==> src/rtl/lsu_pkg.sv <==
// Shared types for the load/store unit: access-size encodings, FSM states
// and the access legality check.
package lsu_pkg;

    typedef enum logic [1:0] {
        SZ_BYTE    = 2'b00,
        SZ_HALF    = 2'b01,
        SZ_WORD    = 2'b10,
        SZ_ILLEGAL = 2'b11
    } lsu_size_e;

    typedef enum logic [1:0] {
        IDLE,
        READ,
        WRITE,
        RESP
    } lsu_state_e;

    // Misaligned, illegal-size or beyond the end of the data memory.
    function automatic logic access_error(input lsu_size_e size,
                                          input logic [31:0] addr,
                                          input int unsigned mem_words);
        logic        err;
        logic [31:0] word_idx;
        word_idx = {2'b00, addr[31:2]};
        case (size)
            SZ_BYTE: err = 1'b0;
            SZ_HALF: err = addr[0];
            SZ_WORD: err = (addr[1:0] != 2'b00);
            default: err = 1'b1;
        endcase
        if (word_idx >= mem_words) begin
            err = 1'b1;
        end
        return err;
    endfunction

endpackage

==> src/rtl/lsu_align.sv <==
// Little-endian lane handling: extracts and extends load data, and merges
// sub-word store data into the word read back from memory.
module lsu_align
    import lsu_pkg::*;
(
    input  lsu_size_e   size,
    input  logic        is_unsigned,
    input  logic [1:0]  lane,
    input  logic [31:0] rd,
    input  logic [31:0] wdata,
    output logic [31:0] load_data,
    output logic [31:0] merged
);

    logic [7:0]  byte_sel;
    logic [15:0] half_sel;

    always_comb begin
        case (lane)
            2'd0:    byte_sel = rd[7:0];
            2'd1:    byte_sel = rd[15:8];
            2'd2:    byte_sel = rd[23:16];
            default: byte_sel = rd[31:24];
        endcase
        half_sel = lane[1] ? rd[31:16] : rd[15:0];

        case (size)
            SZ_BYTE: load_data = {{24{~is_unsigned & byte_sel[7]}}, byte_sel};
            SZ_HALF: load_data = {{16{~is_unsigned & half_sel[15]}}, half_sel};
            default: load_data = rd;
        endcase
    end

    always_comb begin
        merged = rd;
        case (size)
            SZ_BYTE: begin
                case (lane)
                    2'd0:    merged[7:0]   = wdata[7:0];
                    2'd1:    merged[15:8]  = wdata[7:0];
                    2'd2:    merged[23:16] = wdata[7:0];
                    default: merged[31:24] = wdata[7:0];
                endcase
            end
            SZ_HALF: begin
                if (lane[1]) merged[31:16] = wdata[15:0];
                else         merged[15:0]  = wdata[15:0];
            end
            default: merged = wdata;
        endcase
    end

endmodule

==> src/rtl/load_store_unit.sv <==
// Single-outstanding load/store unit in front of a word-only data memory;
// sub-word stores are done as read-merge-write.
module load_store_unit
    import lsu_pkg::*;
#(
    parameter int unsigned MEM_WORDS = 64
) (
    input  logic        CLK,
    input  logic        RST,
    input  logic        req_valid,
    output logic        req_ready,
    input  logic        req_we,
    input  logic [1:0]  req_size,
    input  logic        req_unsigned,
    input  logic [31:0] req_addr,
    input  logic [31:0] req_wdata,
    output logic        rsp_valid,
    input  logic        rsp_ready,
    output logic [31:0] rsp_rdata,
    output logic        rsp_err,
    output logic        mem_we,
    output logic [31:0] mem_a,
    output logic [31:0] mem_wd,
    input  logic [31:0] mem_rd
);

    lsu_state_e  state;
    lsu_size_e   size_q;
    logic        we_q;
    logic        uns_q;
    logic [31:0] addr_q;
    logic [31:0] wd_q;
    logic [31:0] load_data;
    logic [31:0] merged;
    lsu_size_e   req_size_e;

    assign req_size_e = lsu_size_e'(req_size);

    lsu_align u_align (
        .size        (size_q),
        .is_unsigned (uns_q),
        .lane        (addr_q[1:0]),
        .rd          (mem_rd),
        .wdata       (wd_q),
        .load_data   (load_data),
        .merged      (merged)
    );

    always_ff @(posedge CLK) begin
        if (RST) begin
            state     <= IDLE;
            size_q    <= SZ_BYTE;
            we_q      <= 1'b0;
            uns_q     <= 1'b0;
            addr_q    <= '0;
            wd_q      <= '0;
            rsp_rdata <= '0;
            rsp_err   <= 1'b0;
        end else begin
            case (state)
                IDLE: begin
                    if (req_valid) begin
                        addr_q    <= req_addr;
                        size_q    <= req_size_e;
                        we_q      <= req_we;
                        uns_q     <= req_unsigned;
                        wd_q      <= req_wdata;
                        rsp_rdata <= '0;
                        rsp_err   <= 1'b0;
                        if (access_error(req_size_e, req_addr, MEM_WORDS)) begin
                            rsp_err <= 1'b1;
                            state   <= RESP;
                        end else if (req_we && req_size_e == SZ_WORD) begin
                            state <= WRITE;
                        end else begin
                            state <= READ;
                        end
                    end
                end
                // wd_q holds store data until here, then the merged word
                READ: begin
                    if (we_q) begin
                        wd_q  <= merged;
                        state <= WRITE;
                    end else begin
                        rsp_rdata <= load_data;
                        state     <= RESP;
                    end
                end
                WRITE: state <= RESP;
                RESP: begin
                    if (rsp_ready) begin
                        rsp_rdata <= '0;
                        rsp_err   <= 1'b0;
                        state     <= IDLE;
                    end
                end
                default: state <= IDLE;
            endcase
        end
    end

    assign req_ready = (state == IDLE);
    assign rsp_valid = (state == RESP);
    assign mem_we    = (state == WRITE) && !RST;
    assign mem_wd    = (state == WRITE) ? wd_q : '0;
    assign mem_a     = (state == IDLE) ? '0 : {addr_q[31:2], 2'b00};

endmodule

==> config.mk <==
export PLATFORM = sky130hd
export DESIGN_NAME = load_store_unit
export DESIGN_NICKNAME = d
export VERILOG_FILES = /design/src/rtl/lsu_pkg.sv /design/src/rtl/lsu_align.sv /design/src/rtl/load_store_unit.sv
export SDC_FILE = /design/constraint.sdc
export NUM_CORES = 1
export LEC_CHECK = 0
export ABC_AREA = 0
export CORE_AREA = 2 2 128 130
export DETAILED_ROUTE_END_ITERATION = 10
export DIE_AREA = 0 0 130 132
export GPL_ROUTABILITY_DRIVEN = 0
export MAX_ROUTING_LAYER = met4
export PLACE_DENSITY_LB_ADDON = 0.05
export SLEW_MARGIN = 20
export SYNTH_ARGS = -nofsm -noshare
export SYNTH_HDL_FRONTEND = slang
export SYNTH_SLANG_ARGS = --single-unit
==> constraint.sdc <==
create_clock -name CLK -period 2 [get_ports CLK]
set_input_delay 0.4 -clock CLK [delete_from_list [all_inputs] [get_ports CLK]]
set_output_delay 0.4 -clock CLK [all_outputs]
set_load 0.01 [all_outputs]
==> metrics.txt, run 1 <==
Mapped Cells between 600 and 700; max layer used met4; async set-or-reset flop fraction in the synthesized netlist 0%; initial DRC count about 400; Port Buffers roughly 200; area of the multi-input gates ~3400 um2; chip width roughly 130 um; crit end category flop; worst slew pin tran between 0.7 and 0.8 ns; row cnt 46; share of cells above drive strength 1 roughly a quarter; # hold bufs at CTS 0; TritonCTS clock tree done; vias in the first global route 6011; number of synthesized register bits just over 100; metal2 WL between 10000 and 15000 um; Post-synth top flop dfxtp_1; Fmax around 470 MHz; worst-path cell chain inv_4 -> ha_4 -> or4b_4 -> nor3_4 -> buf_4 -> nor4b_4 -> buf_4 -> clkbuf_16 -> a221o_1; reg-to-reg slack, setup -0.12 ns; Ports between 200 and 250; Post-synth EDFFs 0; VDD IR max roughly 0.44 mV; M1 WL between 9000 and 10000 um; Cell Pwr Density roughly 1200 nW/um2; Synth top cells by count dfxtp_1, nand2_1, a21oi_1, clkbuf_1, nor2b_1; post-DP HPWL 16100 um; gr ovfl total 0; Setup Viol. Count Final 27; Synth area leader dfxtp_1; register area share after synthesis a little under two fifths; vias per std cell roughly 5.5; CP startpoint kind flop; Worst-path clk slew 0.07 ns; CTS Buffer Depth 2; final setup margin -0.122 ns; Die Y between 100 and 150 um; slowest stage delay, CP ~0.49 ns; Num Clock Sinks ~100; worst r2r src state[0]; drt pass-1 iters 5; DR DRC count 0; H-Tree Depth 3; Inserted Diodes 0; crit-path max FO 8; static leakage 3.50 nW; total CTS buffers 9; Critical path buffers and inverters 4; RR Endpoint rsp_rdata[28]; fill count between 1000 and 1500; Worst Min Path Start addr_q[31]; GRT Util Overall 25.3%; largest net degree at the start of global routing 38; yosys warns 0; Routed Antenna Nets 0; top post-synthesis cells by area dfxtp_1, a21oi_1, nand2_1; Fin Setup TNS -1.91 ns; delay-heaviest family, CP simple AND/OR/NAND/NOR gates; area share of the largest cell type after synthesis 37.8%; CTS root buffer clkbuf_16; met3 wire len approximately 1800 um; min Tclk post-route between 2 and 2.5 ns; fin crit share 106%; crit path kind reg -> reg; Critical Path Slowest Stage Cell or4b_4; Routed WL between 20000 and 25000 um; status finished, violations left; most common cell in the synthesized netlist dfxtp_1; storage element area just over 2000 um2; first-pass GRT wire length ~33000 um; # nets final roughly 1000; # Max-Cap Violations 0; Die Footprint between 15000 and 20000 um2; normalized max-slew margin 48.8%; initial antenna violation count 0; total number of vias slightly above 6000; clk_lat worst skew between 0.3 and 0.4 ns; CP required roughly 2.3 ns; hold depth 2; Mapped Avg Cell Area around 8 um2; Final Hold Fails 0; cell mode on critical path buf_4; synthesis-to-layout area growth 60.8%; detailed-route wire length per cell between 15 and 20 um; initial cell density of the core 34.7%; Min-Delay Endpoint addr_q[31]; Hold/Removal Path Class reg -> reg; Max Slew Vio Count 0; worst r2r path cells 9; post-synthesis cell area about 5500 um2; count of cell types in the netlist between 50 and 60; RSZ-0062 raised after global routing yes; failing checks setup timing; worst path arrival time 2.42 ns; Core ar. 15700 um2; final total power roughly 11 mW; clk_skew 0.00809 ns
==> sequential cells by signal, summed over array words and instances (netlist names) <==
register	count
uns_q	1
size_q	2
rsp_err	1
addr_q	32
wd_q	32
state	2
we_q	1
rsp_rdata	32
==> cell usage in the layout (no fill, tap or decap), types with 9 or more instances in the layout <==
master           netlist  routed
dfxtp_1              103     101
clkdlybuf4s50_1        0     135
nand2b_1              22      22
a211oi_1              16      15
nor2b_2                0      15
clkbuf_16              0      12
mux2i_1               10      10
buf_4                  2      70
nand3_1               18      18
a22o_1                12      12
nor2_1                28      27
nor2b_1               38      19
buf_12                 0      11
buf_2                 12      46
and2_1                35      35
a31oi_1                9       9
a221o_1               17      17
mux2_2                17      17
nand2_1               95      95
a21oi_1               73      70
clkbuf_2               1      18
o21ai_0               17      17
==> how the worst max path moves through the flow <==
stage                        start             to  slack (ns)  cells past startpoint
after floorplan           state[0]  rsp_rdata[31]       -0.02                      8
after global placement    state[1]  rsp_rdata[21]       -0.30                      6
after detailed placement  state[1]        wd_q[4]       -0.39                      7
after CTS                 state[1]      mem_a[14]       -0.11                      6
after global routing      state[0]  rsp_rdata[24]       -0.16                      9
final                     state[0]  rsp_rdata[28]       -0.12                      9
==> worst min-delay path: stages, from the launching register on <==
cell	delay [ns]
dfxtp_1	0.31
nand2_1	0.05
a21oi_1	0.05
==> layer usage <==
layer  vias up  global-route usage, %
li1       2891                      -
met1      2951                   30.7
met2       286                   40.3
met3        42                   5.60
met4         0                   10.6
met5         -                      -
==> logic make-up (layout without fill, tap and decap cells) <==
kind of cell               Yosys count  in the layout  share of synthesized area (%)
adders and majority gates            4              4                          0.917
and+or+nand+nor                    260            260                           24.5
buffers and inverters               67            315                           5.32
AOI/OAI and AO/OA                  202            202                           26.1
DFF                                103            103                           37.8
other                                1              2                         0.0687
muxes                               27             27                           5.34
==> through the flow <==
step	utilization, %	instance area [um2]	instances	worst slack, ns	hold WS [ns]
2_1_floorplan	-	5490	665	-0.0229	0.432
3_3_place_gp	51.7	8120	1095	-0.297	0.439
3_5_place_dp	51.7	8120	1095	-0.389	0.442
4_1_cts	54.5	8570	1121	-0.107	0.452
5_1_grt	55.9	8780	1129	-0.159	0.473
6_report	55.9	8780	1129	-0.122	0.450
==> where the power goes <==
part           internal [mW]  leakage [nW]  switching (mW)  total (mW)
clock                  0.852         0.126           0.821        1.67
sequential              2.62         0.844           0.402        3.02
combinational           3.05          2.53            2.99        6.05
total                   6.53          3.50            4.22        10.7
==> layout make-up <==
| cell class | instances | share of cell area (%) |
|---|---|---|
| multi-input cells | 495 | 39.1 |
| well taps | 216 | 3.08 |
| clock buffers | 10 | 2.61 |
| clock inverters | 6 | 0.513 |
| flip-flops and latches | 103 | 23.6 |
| repair buffers | 294 | 30.9 |
| inverters | 5 | 0.242 |
==> what timing repair did <==
action,4_1_cts,5_1_grt
setup buffers,5,5
gates resized for setup,234,75
endpoints found under the setup margin,129,90
cloned,5,3
pin swaps,2,1
Power figures use the tool's default switching activity.
==> run 2, diff against run 1 <==
--- a/config.mk
+++ b/config.mk
@@ -6,6 +6,7 @@
 export NUM_CORES = 1
 export LEC_CHECK = 0
 export ABC_AREA = 0
+export CAP_MARGIN = 25
 export CORE_AREA = 2 2 128 130
 export DETAILED_ROUTE_END_ITERATION = 10
 export DIE_AREA = 0 0 130 132
==> constraint.sdc (replaced) <==
create_clock -name CLK -period 2 [get_ports CLK]
set_input_delay 0.2 -clock CLK [delete_from_list [all_inputs] [get_ports CLK]]
set_output_delay 0.2 -clock CLK [all_outputs]
set_load 0.01 [all_outputs]
==> run 2 against run 1 <==
  * The run now ends clean
  * First-iteration DRC count decreased by 6.4%
  * Clock power increased by 14%
  * Routed wire length decreased by 5.1%
  * Sequential power increased by 1%
  * Combinational power decreased by 17%
==> metrics.txt, run 2 (synthesis results as in run 1) <==
row cnt 46 (unchanged); static leakage 3.45 nW (was 3.50 nW); GRT Util Overall 24.7% (was 25.3%); CP startpoint kind flop (unchanged); share of total power in sequential cells 30.6% (was 28.1%); total number of vias 5858 (was 6170); crit end category flop (unchanged); initial cell density of the core 34.7% (unchanged); NetSw 3.79 mW (was 4.22 mW); Int Pwr 6.22 mW (was 6.53 mW); Comb power frac 50.4% (was 56.3%); CTS Buffer Depth 2 (unchanged); clock group share of total power 19.0% (was 15.6%); initial antenna violation count 0 (unchanged); min Tclk post-route 1.95 ns (was 2.12 ns); # Max-Cap Violations 0 (unchanged); Core ar. 15700 um2 (unchanged); RSZ-0062 raised after global routing yes (unchanged); most frequent cells in the layout clkdlybuf4s50_1, dfxtp_1, nand2_1 (unchanged); VDD IR max 0.454 mV (was 0.445 mV); gr ovfl total 0 (unchanged); total CTS buffers 9 (unchanged); Ports 204 (unchanged); Fmax 512 MHz (was 471 MHz); normalized max-slew margin 43.9% (was 48.8%); # hold bufs at CTS 0 (unchanged); Num Clock Sinks 103 (unchanged); fill count 1508 (was 1456); Routed WL 20900 um (was 22000 um); worst path arrival time 2.25 ns (was 2.42 ns); Routed Antenna Nets 0 (unchanged); chip width 130 um (unchanged); detailed-route wire length per cell 19.0 um (was 19.5 um); fin crit share 97.7% (was 106%); status complete, no violations (was finished, violations left); Largest regs addr_q (32), rsp_rdata (32), wd_q (32) (unchanged); synthesis-to-layout area growth 54.9% (was 60.8%); clk_skew 0.00592 ns (was 0.00809 ns); post-layout util 53.8% (was 55.9%); Post-Place Cells 1075 (was 1095); DR DRC count 0 (unchanged); Switching Share 37.8% (was 39.3%); vias per std cell 5.34 (was 5.47); Port Buffers 201 (unchanged); H-Tree Depth 3 (unchanged); Die Footprint 17200 um2 (unchanged); TritonCTS clock tree done (unchanged); Worst-path clk slew 0.07 ns (about the same); Inserted Diodes 0 (unchanged); Die Y 132 um (unchanged); Setup Viol. Count Final 0 (was 27); post-DP HPWL 15600 um (was 16100 um); # nets final 984 (was 1016); first-pass GRT wire length 32100 um (was 32600 um); share of cells above drive strength 1 13.0% (was 26.1%); crit path kind reg -> reg (unchanged); largest net degree at the start of global routing 40 (was 38); Cell Pwr Density 1180 nW/um2 (was 1220 nW/um2); vias in the first global route 5908 (was 6011); Max Slew Vio Count 0 (unchanged); initial DRC count 381 (was 407); Final Hold Fails 0 (unchanged); Hold/Removal Path Class in -> reg (was reg -> reg); drt pass-1 iters 5 (unchanged); reg-to-reg slack, setup 0.05 ns (was -0.12 ns); CP required 2.30 ns (about the same); worst slew pin tran 0.839 ns (was 0.766 ns); crit-path max FO 16 (was 8); fin cells 1096 (was 1129); CTS root buffer clkbuf_16 (unchanged); most common cell after layout, fill and taps aside clkdlybuf4s50_1 (unchanged); clk_lat worst skew 0.35 ns (about the same)
==> run 2: cell count changes in the layout (fill, tap and decap cells not counted), sizes merged, moves of 2 or more <==
| cell | before | now |
|---|---|---|
| inv | 6 | 4 |
| dlymetal6s2s | 0 | 4 |
| clkinvlp | 3 | 1 |
| bufinv | 0 | 2 |
| dlygate4sd2 | 2 | 58 |
| buf | 132 | 59 |
| clkdlybuf4s50 | 135 | 137 |
| clkbuf | 31 | 12 |
==> run 2: what timing repair did <==
item,in CTS,in global routing
setup endpoints to repair,118,43
gates cloned,3,0
pin swaps,1,1
setup buffers,0,3
gates resized for setup,73,16
==> run 2: through the flow <==
step / setup TNS (ns) / instance area [um2] / power [mW] / hold slack, ns / setup slack (ns)
2_1_floorplan: -0.229 / 5490 / 5.64 / 0.336 / -0.0229
3_3_place_gp: -4.34 / 7980 / 7.57 / 0.438 / -0.163
6_report: 0 / 8460 / 10.0 / 0.401 / 0.0459
5_1_grt: -0.570 / 8460 / 10.6 / 0.418 / -0.0482
4_1_cts: 0 / 8380 / 9.91 / 0.391 / 0.000247
3_5_place_dp: -8.67 / 7980 / 7.68 / 0.444 / -0.239
==> run 2: per-layer routing <==
metal	up-vias	track usage, %	routed length, um
li1	2825	-	-
met1	2761	30.3	8980
met2	243	40.3	9950
met3	29	5.07	1470
met4	0	8.24	484
met5	-	-	0
==> run 2: critical path: stages (launching register included) <==
cell	delay, ns
dfxtp_2	0.33
buf_6	0.12
ha_4	0.16
or4b_4	0.49
nor3_4	0.20
nor4b_4	0.30
buf_12	0.18
a221o_1	0.11
==> run 2: layout make-up <==
cell class                      count  area [um2]  area share, %
Clock buffer                       12         246           2.92
Clock inverter                      3        67.6          0.799
Inverter                            5        21.3          0.252
Multi-Input combinational cell    495        3200           37.9
Sequential cell                   103        2070           24.4
Tap cell                          216         270           3.20
Timing Repair Buffer              262        2580           30.5
==> run 2: path summary, 6_finish.rpt <==
path	startpoint	end	depth (start not counted)
worst min-delay path	req_unsigned	uns_q	3
worst max register to register	state[1]	rsp_rdata[18]	7
worst min register to register	addr_q[19]	addr_q[19]	2
worst max-delay path	state[1]	rsp_rdata[18]	7
==> run 2: power by group through the flow <==
stage          registers [mW]  clock network, mW  logic (mW)
2_1_floorplan            2.95                  0        2.69
3_3_place_gp             3.06                  0        4.51
3_5_place_dp             3.07                  0        4.61
4_1_cts                  3.04               1.94        4.93
5_1_grt                  3.12               2.01        5.46
6_report                 3.06               1.90        5.04
==> edit 1 (flow settings as in run 2) <==
The 4 states of `lsu_state_e` get a one-hot encoding in 4 bits.
--- a/src/rtl/lsu_pkg.sv
+++ b/src/rtl/lsu_pkg.sv
@@ -11,7 +11,7 @@
 
-    typedef enum logic [1:0] {
-        IDLE,
-        READ,
-        WRITE,
-        RESP
+    typedef enum logic [3:0] {
+        IDLE  = 4'b0001,
+        READ  = 4'b0010,
+        WRITE = 4'b0100,
+        RESP  = 4'b1000
     } lsu_state_e;
Behaviour: no difference found for any inputs over 4 cycles, from zero or initial values and one cycle with RST high; so few cycles prove little.
==> edit 1 against run 2 <==
- register-to-register slack improved by 0.10 ns
- setup slack improved by 0.018 ns
- critical path depth fell by 1
- synthesized area rose by 2.2%
- final cell count rose by 2.4%
- die area did not move
- sequential cell count rose by 2
- routed wire length fell by 6.0%
- worst hold slack got worse by 0.012 ns
- design area fell by 2.3%
- highest routed layer unchanged
Power is not compared: it rests on default switching activity, and its combinational part moved more than twofold at a synthesized area within 25%.
==> edit 1: results (changes against run 2) <==
Critical path
  – CP delay by family, top: buffers and inverters
  – Worst Setup EP: mem_a[18]
  – Critical Path AT: 1.74 ns (-0.51 ns)
  – CP peak stage delay: 0.32 ns (-0.17 ns)
  – Reg2reg setup slack: 0.15 ns (+0.10 ns)
  – Critical Path Start: state[3]
  – R2r startpoint: state[2]

Drt
  – Avg Vias per Cell: 5.16 (-3.5%)
  – Routed wire length per instance: 17.5 microns (-8.2%)
  – Via count: 5788 (-1.2%)

Synth
  – Synth unique cells: 55 (-1.8%)
  – XOR/XNOR Fraction of Synth Area: 0.157% (+0.16 points)
  – Synth Area in Compound Gates: 24.9% (-1.1 points)
  – Commonest cells in the netlist: 127 x nand2_1, 105 x dfxtp_1, 73 x a21oi_1, 48 x nor2_1, 34 x nor2b_1

Global routing
  – First-pass GRT wire length: 29.7 mm (-7.2%)
  – Number of global-route vias before repair: 5437 (-8.0%)
  – Largest net degree at the start of global routing: 44 (+10%)
  – Gr usage total: 22.7% (-2.0 points)

Timing
  – Fin Hold WS: 0.389 ns (-0.0122 ns)
  – Fin crit period: 1.94 ns (-0.0180 ns)
  – Max_slew headroom: 36.0% (-7.9 points)
  – Skew final: 0.00650 ns (+0.000571 ns)

Place
  – Hpwl dp: 14.5 mm (-7.1%)
  – Placed inst area: 7930 sq um (-0.58%)
  – Worst slack, placed: -0.0482 ns (+0.191 ns)

Clock tree
  – Setup Buffers After CTS: 3 (+3)

Outcome
  – Status: finished, final reports clean

Hold path
  – Min-delay src: req_addr[4]
  – Hold endpoint: addr_q[4]

Cells and area
  – Share of layout cells above drive strength 1: 13.7% (+0.73 points)
  – Layout Nets: 1005 (+2.1%)
edit 1: cell count changes after synthesis, moves of 9 or more:
cell / run 2 / this run
nand2_1: 95 / 127
nand3_1: 18 / 2
o41ai_1: 9 / 0
o2bb2ai_1: 1 / 29
mux2i_1: 10 / 19
a211oi_1: 16 / 0
nor2_1: 28 / 48
a221o_1: 17 / 1
nand2b_1: 22 / 6
a21oi_2: 0 / 9
nor3_1: 3 / 19
mux2_2: 17 / 7
o21ai_0: 17 / 33
edit 1: layout make-up:
| cell class | count | area (sq um) |
|---|---|---|
| timing repair buffer | 246 | 2350 |
| tap | 216 | 270 |
| clock inverter | 5 | 53.8 |
| sequential | 105 | 2110 |
| fill | 1524 | 7450 |
| clock buffer | 11 | 253 |
| multi-input combinational | 527 | 3190 |
| inverter | 12 | 45.0 |
edit 1: metal layers:
layer	up-vias	wire, microns	GRT usage [%]
met5	-	0	-
met4	0	259	6.33
met3	15	1260	3.33
met2	205	8980	34.7
met1	2718	9120	31.2
li1	2850	-	-
==> edit 2 (flow settings as in run 2) <==
Made on the original files. Change the parameter `MEM_WORDS` from 64 to 48.
--- a/src/rtl/load_store_unit.sv
+++ b/src/rtl/load_store_unit.sv
@@ -5,3 +5,3 @@
 #(
-    parameter int unsigned MEM_WORDS = 64
+    parameter int unsigned MEM_WORDS = 48
 ) (
Behaviour: not the same (a bounded check fails within 4 cycles, from zero or initial values and one cycle with RST high).
==> edit 2 against run 2 <==
- register-to-register slack lost 0.03 ns
- count of clock-buffer cells in the layout shrank 1
- core utilization shrank 0.92 points
- setup slack lost 0.035 ns
- routed wire length shrank 2.0%
- sequential share of layout area grew 0.39 points
- sequential cell count is the same
- synthesized area grew 3.3%
- design area shrank 1.7%
- total power shrank 8.3%
==> edit 2: results (changes against run 2) <==
Place
  – Buffers added on ports: 201 (unchanged)
  – Hpwl dp: 15.3 mm (-2.0%)
  – Placed inst area: 8030 sq um (+0.64%)

Critical path
  – CP peak stage delay: 0.55 ns (+0.06 ns)
  – CP delay by family, top: buffers and inverters
  – CP max stage cell: clkdlybuf4s50_1
  – Critical Path AT: 1.79 ns (-0.46 ns)
  – CP Max Fanout: 19 (+3)

Power
  – P_leak: 3.31 nW (-4.3%)
  – VDD IR-drop max: 0.656 mV (+45%)

Clock tree
  – Root buffer cell: clkbuf_16
  – Worst skew pair latency: 0.35 ns (about the same)
  – CTS Buffer Depth: 2 (unchanged)
  – H-tree depth: 3 (unchanged)
  – CTS Buf Count: 9 (unchanged)

Drt
  – Via count: 5980 (+2.1%)
  – Met3 Wirelength: 1.66 mm (+13%)
  – Wl on met1: 8.53 mm (-5.0%)
  – Final WL: 20.5 mm (-2.0%)
  – Met2 wire length: 9.78 mm (-1.7%)
  – Initial DRC count: 407 (+6.8%)
  – DR pass1 iterations: 5 (unchanged)

Global routing
  – First-pass GRT wire length: 31.5 mm (-1.6%)
  – Met2 usage: 38.7% (-1.6 points)
  – Number of global-route vias before repair: 5761 (-2.5%)
  – GRT met1 Usage: 30.3% (+0.055 points)
  – Largest net degree at the start of global routing: 48 (+20%)
  – Met3 track demand over resource: 5.40% (+0.32 points)
  – Gr usage total: 24.2% (-0.47 points)

Synth
  – Synth unique cells: 52 (-7.1%)
  – Seq/Total Area, Yosys: 36.6% (-1.2 points)
  – Commonest cells in the netlist: 103 x dfxtp_1, 90 x nand2_1, 57 x a21oi_1, 45 x clkbuf_1, 37 x nor2b_1
  – Top cells by area, synth: dfxtp_1 37%, nand2_1 6.0%, a21oi_1 5.1%, nor2b_1 4.1%, and2_1 3.7%
  – Ys async rst share: 0% (unchanged)
  – Synth warnings: 0 (unchanged)

Cells and area
  – Fill count: 1514 (+0.40%)
  – Layout Nets: 993 (+0.91%)
  – Top Registers: addr_q: 32 flops, rsp_rdata: 32 flops, wd_q: 32 flops
  – Share of layout cells above drive strength 1: 10.7% (-2.3 points)
  – Antenna cell count: 0 (unchanged)

Hold path
  – Min-delay worst type: in2reg

Timing
  – Max_slew headroom: 60.4% (+16 points)
  – Skew final: 0.00676 ns (+0.000831 ns)

Outcome
  – Status: finished, final reports clean
==> edit 2: what timing repair did <==
action / in CTS / in global routing
buffers inserted: 0 / 1
endpoints found under the setup margin: 66 / 65
cloned: 1 / 0
resized for setup: 70 / 10
==> edit 2: final cells by class <==
class / count / share of cell area (%)
repair buffers: 244 / 28.3
flip-flops and latches: 103 / 24.8
well taps: 216 / 3.25
inverters: 13 / 0.587
clock buffers: 11 / 2.92
multi-input cells: 514 / 39.6
clock inverters: 5 / 0.512
==> edit 2: path summary, 6_finish.rpt <==
check,start,end,slack [ns],cells after the start
max,state[0],req_ready,0.01,4
min,RST,rsp_rdata[4],0.39,4
max reg2reg,state[0],rsp_rdata[20],0.02,6
min reg2reg,addr_q[28],addr_q[28],0.45,2
==> edit 2: cell families (layout without fill, tap and decap cells) <==
group | Yosys count | count (layout) | share of synthesized area, %
multiplexers | 27 | 27 | 4.99
buffers and inverters | 76 | 273 | 5.59
other | 1 | 2 | 0.0665
AO/OA/AOI/OAI | 197 | 197 | 24.8
flip-flops | 103 | 103 | 36.6
adder cells (fa/ha/maj) | 4 | 4 | 0.887
AND/OR/NAND/NOR | 284 | 284 | 27.1
==> edit 2: metrics by stage <==
step           total power (W)  util [%]  setup TNS, ns  std cells  setup slack (ns)
5_1_grt                0.00975      52.9         -0.593       1106           -0.0552
2_1_floorplan          0.00548         -              0        693            0.0135
6_report               0.00918      52.9              0       1106            0.0106
3_3_place_gp           0.00735      51.1              0       1088            0.0770
4_1_cts                0.00921      52.8              0       1105           0.00155
3_5_place_dp           0.00746      51.1              0       1088           0.00886
==> edit 2: power by group <==
group | total [W] | internal, W | switching (W)
registers | 0.00308 | 0.00263 | 0.000448
clock network | 0.00172 | 0.000891 | 0.000826
logic | 0.00438 | 0.00206 | 0.00232
total | 0.00918 | 0.00558 | 0.00359
